`config.mk`:
```
export PLATFORM = sky130hd
export DESIGN_NAME = slave_rq_ack_mult
export DESIGN_NICKNAME = d
export VERILOG_FILES = /design/src/rtl/slave_rq_ack_pkg.sv /design/src/rtl/mult_datapath.sv /design/src/rtl/slave_rq_ack_mult.sv
export SDC_FILE = /design/constraint.sdc
export NUM_CORES = 1
export LEC_CHECK = 0
export BUFFER_PORTS_ARGS = -buffer_cell sky130_fd_sc_hd__buf_2
export CAP_MARGIN = 10
export CORE_UTILIZATION = 51
export DETAILED_ROUTE_END_ITERATION = 12
export PLACE_DENSITY = 0.73
export SYNTH_ARGS = -nofsm -noshare
export SYNTH_HDL_FRONTEND = slang
export SYNTH_SLANG_ARGS = --single-unit
```
`constraint.sdc`:
```
create_clock -name clk -period 2.62 [get_ports clk]
set_clock_uncertainty 0.1 [all_clocks]
set_input_delay 0.262 -clock clk [delete_from_list [all_inputs] [get_ports clk]]
set_output_delay 0.262 -clock clk [all_outputs]
set_load 0.01 [all_outputs]
```
`src/rtl/slave_rq_ack_pkg.sv`:
```
// Shared types for the req/ack shift-add multiplier slave.
// Holds the FSM state encoding and the operand width derivation.
package slave_rq_ack_pkg;

  typedef enum logic [1:0] {
    IDLE = 2'd0,
    CALC = 2'd1,
    DONE = 2'd2
  } state_e;

  // Each operand is half of the request word.
  function automatic int op_width(input int req_w);
    return req_w / 2;
  endfunction

endpackage

```
`src/rtl/mult_datapath.sv`:
```
// Shift-add multiplier datapath: operand regs, accumulator, step counter.
// Ports: i_load latches operands, i_step does one step, o_last/o_product.
module mult_datapath
  import slave_rq_ack_pkg::*;
#(
  parameter int OP_WIDTH = 8
) (
  input  logic                    clk,
  input  logic                    rst,
  input  logic                    i_load,
  input  logic                    i_step,
  input  logic [OP_WIDTH-1:0]     i_op1,
  input  logic [OP_WIDTH-1:0]     i_op2,
  output logic                    o_last,
  output logic [2*OP_WIDTH-1:0]   o_product
);

  localparam int PW = 2 * OP_WIDTH;
  localparam int CW = $clog2(OP_WIDTH + 1);

  logic [PW-1:0]       r_op1;
  logic [PW-1:0]       r_acc;
  logic [OP_WIDTH-1:0] r_op2;
  logic [CW-1:0]       r_cnt;
  logic [PW-1:0]       w_acc_nxt;

  // Result of the step taking place at the coming edge; on the last
  // step this is the finished product.
  assign w_acc_nxt = r_op2[0] ? r_acc + r_op1 : r_acc;
  assign o_product = w_acc_nxt;
  assign o_last    = (r_cnt == CW'(OP_WIDTH - 1));

  always_ff @(posedge clk) begin
    if (rst) begin
      r_op1 <= '0;
      r_op2 <= '0;
      r_acc <= '0;
      r_cnt <= '0;
    end else if (i_load) begin
      r_op1 <= {{OP_WIDTH{1'b0}}, i_op1};
      r_op2 <= i_op2;
      r_acc <= '0;
      r_cnt <= '0;
    end else if (i_step) begin
      r_acc <= w_acc_nxt;
      r_op1 <= r_op1 << 1;
      r_op2 <= r_op2 >> 1;
      r_cnt <= r_cnt + CW'(1);
    end
  end

endmodule

```
`src/rtl/slave_rq_ack_mult.sv`:
```
// Request/acknowledge slave returning op1*op2 via a shift-add datapath.
// Ports: clk, rst, req/start/req_data in; ack/ack_data/busy/err out.
module slave_rq_ack_mult
  import slave_rq_ack_pkg::*;
#(
  parameter int REQDATA_WIDTH = 16,
  parameter int ACKDATA_WIDTH = 16
) (
  input  logic                     clk,
  input  logic                     rst,
  input  logic                     req,
  input  logic                     start,
  input  logic [REQDATA_WIDTH-1:0] req_data,
  output logic                     ack,
  output logic [ACKDATA_WIDTH-1:0] ack_data,
  output logic                     busy,
  output logic                     err
);

  localparam int OP_WIDTH = op_width(REQDATA_WIDTH);

  generate
    if (ACKDATA_WIDTH < REQDATA_WIDTH) begin : g_bad_ackw
      $error("ACKDATA_WIDTH must be >= REQDATA_WIDTH");
    end
    if ((REQDATA_WIDTH % 2) != 0 || REQDATA_WIDTH < 4 ||
        REQDATA_WIDTH > 32) begin : g_bad_reqw
      $error("REQDATA_WIDTH must be even, 4..32");
    end
  endgenerate

  state_e                   r_state;
  logic                     r_ack;
  logic                     r_busy;
  logic                     r_err;
  logic [ACKDATA_WIDTH-1:0] r_ack_data;

  logic                     w_load;
  logic                     w_step;
  logic                     w_last;
  logic [REQDATA_WIDTH-1:0] w_product;
  logic                     w_unused;

  // start carries no meaning for this slave.
  assign w_unused = start;

  assign w_load = (r_state == IDLE) && req;
  assign w_step = (r_state == CALC) && req;

  mult_datapath #(
    .OP_WIDTH (OP_WIDTH)
  ) u_dp (
    .clk       (clk),
    .rst       (rst),
    .i_load    (w_load),
    .i_step    (w_step),
    .i_op1     (req_data[REQDATA_WIDTH-1 -: OP_WIDTH]),
    .i_op2     (req_data[OP_WIDTH-1:0]),
    .o_last    (w_last),
    .o_product (w_product)
  );

  always_ff @(posedge clk) begin
    if (rst) begin
      r_state    <= IDLE;
      r_ack      <= 1'b0;
      r_ack_data <= '0;
      r_busy     <= 1'b0;
      r_err      <= 1'b0;
    end else begin
      r_ack <= 1'b0;
      unique case (r_state)
        IDLE: begin
          if (req) begin
            r_state <= CALC;
            r_busy  <= 1'b1;
          end
        end
        CALC: begin
          if (!req) begin
            // Master withdrew mid-operation.
            r_state <= IDLE;
            r_busy  <= 1'b0;
            r_err   <= 1'b1;
          end else if (w_last) begin
            r_state    <= DONE;
            r_ack      <= 1'b1;
            r_ack_data <= ACKDATA_WIDTH'(w_product);
          end
        end
        DONE: begin
          r_state <= IDLE;
          r_busy  <= 1'b0;
        end
        default: begin
          r_state <= IDLE;
          r_busy  <= 1'b0;
        end
      endcase
    end
  end

  assign ack      = r_ack;
  assign ack_data = r_ack_data;
  assign busy     = r_busy;
  assign err      = r_err;

endmodule
```
==> qor_table.md <==
| Quantity | Value |
|:---|:---|
| CP max stage delay | 0.42 ns |
| Fraction of final layout cells with drive strength greater than 1 | 17.89% |
| Multi-input logic area | 1948 µm² |
| Setup TNS | 0 ns |
| Quantity of I/O buffers inserted on ports | 37 |
| Unrepaired setup endpoints after global routing | no |
| Post-route ant nets | 0 |
| Startpoint of the worst-slack reg-to-reg timing path | u_dp.r_acc[0] |
| Synth Cell Area | 3352 µm² |
| Post-route DRC | 0 |
| CP cell instances | ha_1, fa_1, a21oi_2, o211a_1, o31ai_4, a31oi_2, mux2_2, a211oi_1 |
| Largest net degree at the start of global routing | 38 |
| Post-route fraction of the period consumed by the critical path | 95.93% |
| Number of enable-type register cells in the synthesized netlist | 0 |
| CP Data Required Time | 2.79 ns |
| Critical-path maximum fanout | 3 |
| Library cells used by synthesis | 50 |
| Type of element capturing the critical path | flop |
| Placed Instances | 498 |
| Startpoint of the most critical hold path | req_data[7] |
| Clock insertion delay at the later pin of the skew report | 0.35 ns |
| Worst Path Buf+Inv | 0 |
| Most used DFF post-synth | sky130_fd_sc_hd__dfxtp_1 |
| Hold endpoint | u_dp.r_op2[7] |
| Number of buffers added by the clock tree synthesis step | 9 |
| Type of the setup path with the least slack | reg -> reg |
| # nets final | 469 |
| Detailed Route Iter0 Violations | 193 |
| Routed Wire Length | 7.512 mm |
| Flop and latch count out of synthesis | 65 |
| Terminus of the critical flop-to-flop path | ack_data[14] |
| Detailed-route wire length per cell | 14.64 µm |
| Number of max-slew violations in the final report | 0 |
| Post-synth ARST share | 0% |
| Maximum Capacitance Violations | 0 |
| Cell type with the highest aggregate area in the netlist | sky130_fd_sc_hd__dfxtp_1 |
| Starting Density | 52.79% |
| Tightest Pin Transition | 0.4790 ns |
| Area used by sequential logic in the layout | 1301 µm² |
| Synthesized area per cell | 8.551 µm² |
| Kind of cell adding the most delay to the critical path | compound AO/OA/AOI/OAI gates |
| Maximum vdd drop | 0.0003214 V |
| Final critical delay including setup and external delays | 2.513 ns |
| Data arrival time of the worst path | 2.68 ns |
| Number of antenna violations at the first check in global routing | 0 |
| Mapped Nets | 429 |
| Post-detailed-route via-to-cell ratio | 5.768 |
| Count of mapped cells out of synthesis | 392 |
| Achievable frequency | 0.3979 GHz |
| Most repeated cell in the gate-level netlist after synthesis | sky130_fd_sc_hd__dfxtp_1 |
| Number of H-tree branching levels | 3 |
| Leading cell types by count after synthesis | sky130_fd_sc_hd__dfxtp_1 (65), sky130_fd_sc_hd__nand2_1 (51), sky130_fd_sc_hd__nor2_1 (44), sky130_fd_sc_hd__a21oi_1 (39), sky130_fd_sc_hd__a211oi_1 (34) |
| Worst slew margin | 67.95% |
| Startpoint Class | flop |
| Minimum setup slack among reg-to-reg paths | 0.11 ns |
| CTS tree | yes |
| Global placer's final weighted congestion | 0.8638 |
| Run status | finished, final reports clean |
| Aggregate global routing overflow | 0 |
| Fraction of synthesized cell area taken by the top area cell type | 38.82% |
| Worst Hold Path Cells | 3 |
| Number of antenna cells inserted | 0 |
| Root buf cell | sky130_fd_sc_hd__clkbuf_8 |
| Yosys warns | 0 |
| HPWL Detailed | 5.573 mm |
| Most area-consuming cells after synthesis | sky130_fd_sc_hd__dfxtp_1 (39%), sky130_fd_sc_hd__a211oi_1 (7.6%), sky130_fd_sc_hd__ha_1 (6.0%) |
| Final std cells w/o fill | 513 |
| Router iterations before antenna repair | 4 |
| CTS Buffer Depth | 2 |
| Clk sinks | 65 |
| First-pass GRT wire length | 12.19 mm |
| Worst r2r path cells | 8 |
| GR Util All Layers | 22.19% |
| Clock transition at the register clock pins on the worst setup and hold paths after CTS | 0.07 ns |
| Slowest stage cell on the critical path | sky130_fd_sc_hd__fa_1 |
| Top Ports | 39 |
| Leakage power figure | 1.539 nW |
| Count of final hold-check violations | 0 |
| Count of standard-cell rows | 29 |
| Area growth syn-to-layout | 14.33% |
| Power Dens Cells | 507.2 nW/µm² |
| Min-delay worst type | in -> reg |
| Chip Width | 83.07 µm |
| Die height | 83.07 µm |
| Floorplan die area | 6901 µm² |
| Total via count in the routed design | 2959 |
| Share of synthesized area occupied by flip-flops and latches | 38.82% |
| Number of global-route vias before repair | 2547 |
| Number of failing setup endpoints in the final timing report | 0 |
| Floorplan core area | 6350 µm² |
| FILL cells | 562 |
[tightest hold or removal path, stage by stage]
cell                      delay (ns)
sky130_fd_sc_hd__buf_2          0.10
sky130_fd_sc_hd__nand3_1        0.07
sky130_fd_sc_hd__a21oi_1        0.06
[report_power, final]
| part | switching [W] | internal, W | total (W) |
|---|---|---|---|
| combinational | 0.000103 | 0.0000707 | 0.000174 |
| clock | 0.000379 | 0.000361 | 0.000741 |
| sequential | 0.0000186 | 0.00101 | 0.00103 |
| total | 0.000501 | 0.00144 | 0.00194 |
[cell type report]
class	instances	area share, %
clock buffers	12	3.787
clock inverters	3	0.4571
inverters	5	0.4897
multi-input cells	298	50.83
flip-flops and latches	65	33.95
well taps	77	2.514
repair buffers	53	7.966
[worst max path at each step]
stage / cells after the start / startpoint / end
after global placement: 8 / u_dp.r_acc[0] / ack_data[14]
after global routing: 8 / u_dp.r_acc[0] / ack_data[14]
after CTS: 8 / u_dp.r_acc[0] / ack_data[14]
after floorplan: 8 / u_dp.r_acc[0] / ack_data[12]
final: 8 / u_dp.r_acc[0] / ack_data[14]
after detailed placement: 8 / u_dp.r_acc[0] / ack_data[14]
[cell families (layout without fill, tap and decap cells)]
| family | after synthesis | after routing | share of synthesized area (%) |
|---|---|---|---|
| compound gates | 112 | 112 | 23.11 |
| flops | 65 | 65 | 38.82 |
| xor+xnor | 15 | 15 | 3.919 |
| fa+ha+maj | 18 | 18 | 6.868 |
| mux | 23 | 23 | 7.017 |
| simple gates | 130 | 130 | 16.83 |
| buf+inv | 29 | 73 | 3.434 |
[metal layers]
metal	global-route usage, %	wire length (µm)	vias to the layer above
met5	0	0	-
met4	7.367	133	0
met3	6.561	368	13
met2	32.19	3167	74
met1	31.44	3842	1382
li1	-	-	1490
[state kept, by name, summed over array words and instances (netlist names)]
register    cells
ack_data       16
r_state         2
u_dp.r_acc     16
u_dp.r_op1     16
u_dp.r_op2      8
busy            1
ack             1
err             1
u_dp.r_cnt      4
[timing repair]
| item | in CTS | in global routing |
|---|---|---|
| hold buffers | 0 | 0 |
| buffers inserted | 0 | 0 |
| setup endpoints to repair | 0 | 2 |
| gates resized for setup | 0 | 3 |
[placed cells by master (no fill, tap or decap), drive strengths merged, types with 6 or more instances in the layout]
cell type / instances
a21o: 7
nand2: 51
o21ai: 8
nand3: 9
buf: 53
xor2: 6
xnor2: 9
a21oi: 39
nor2: 45
ha: 16
a211oi: 35
mux2i: 19
clkbuf: 12
dfxtp: 65
[per-stage QoR]
step	util [%]	hold slack (ns)	power (W)	instance area (µm²)	setup slack, ns
after floorplan	-	0.3279	0.001169	3352	0.2350
after global placement	57.64	0.3477	0.001219	3660	0.1164
after detailed placement	57.64	0.3519	0.001224	3660	0.06910
after CTS	60.20	0.08344	0.001947	3822	0.03800
after global routing	60.35	0.1078	0.002017	3832	0.02936
final	60.35	0.08714	0.001944	3832	0.1067
No activity file was read; power rests on OpenSTA's default activity.
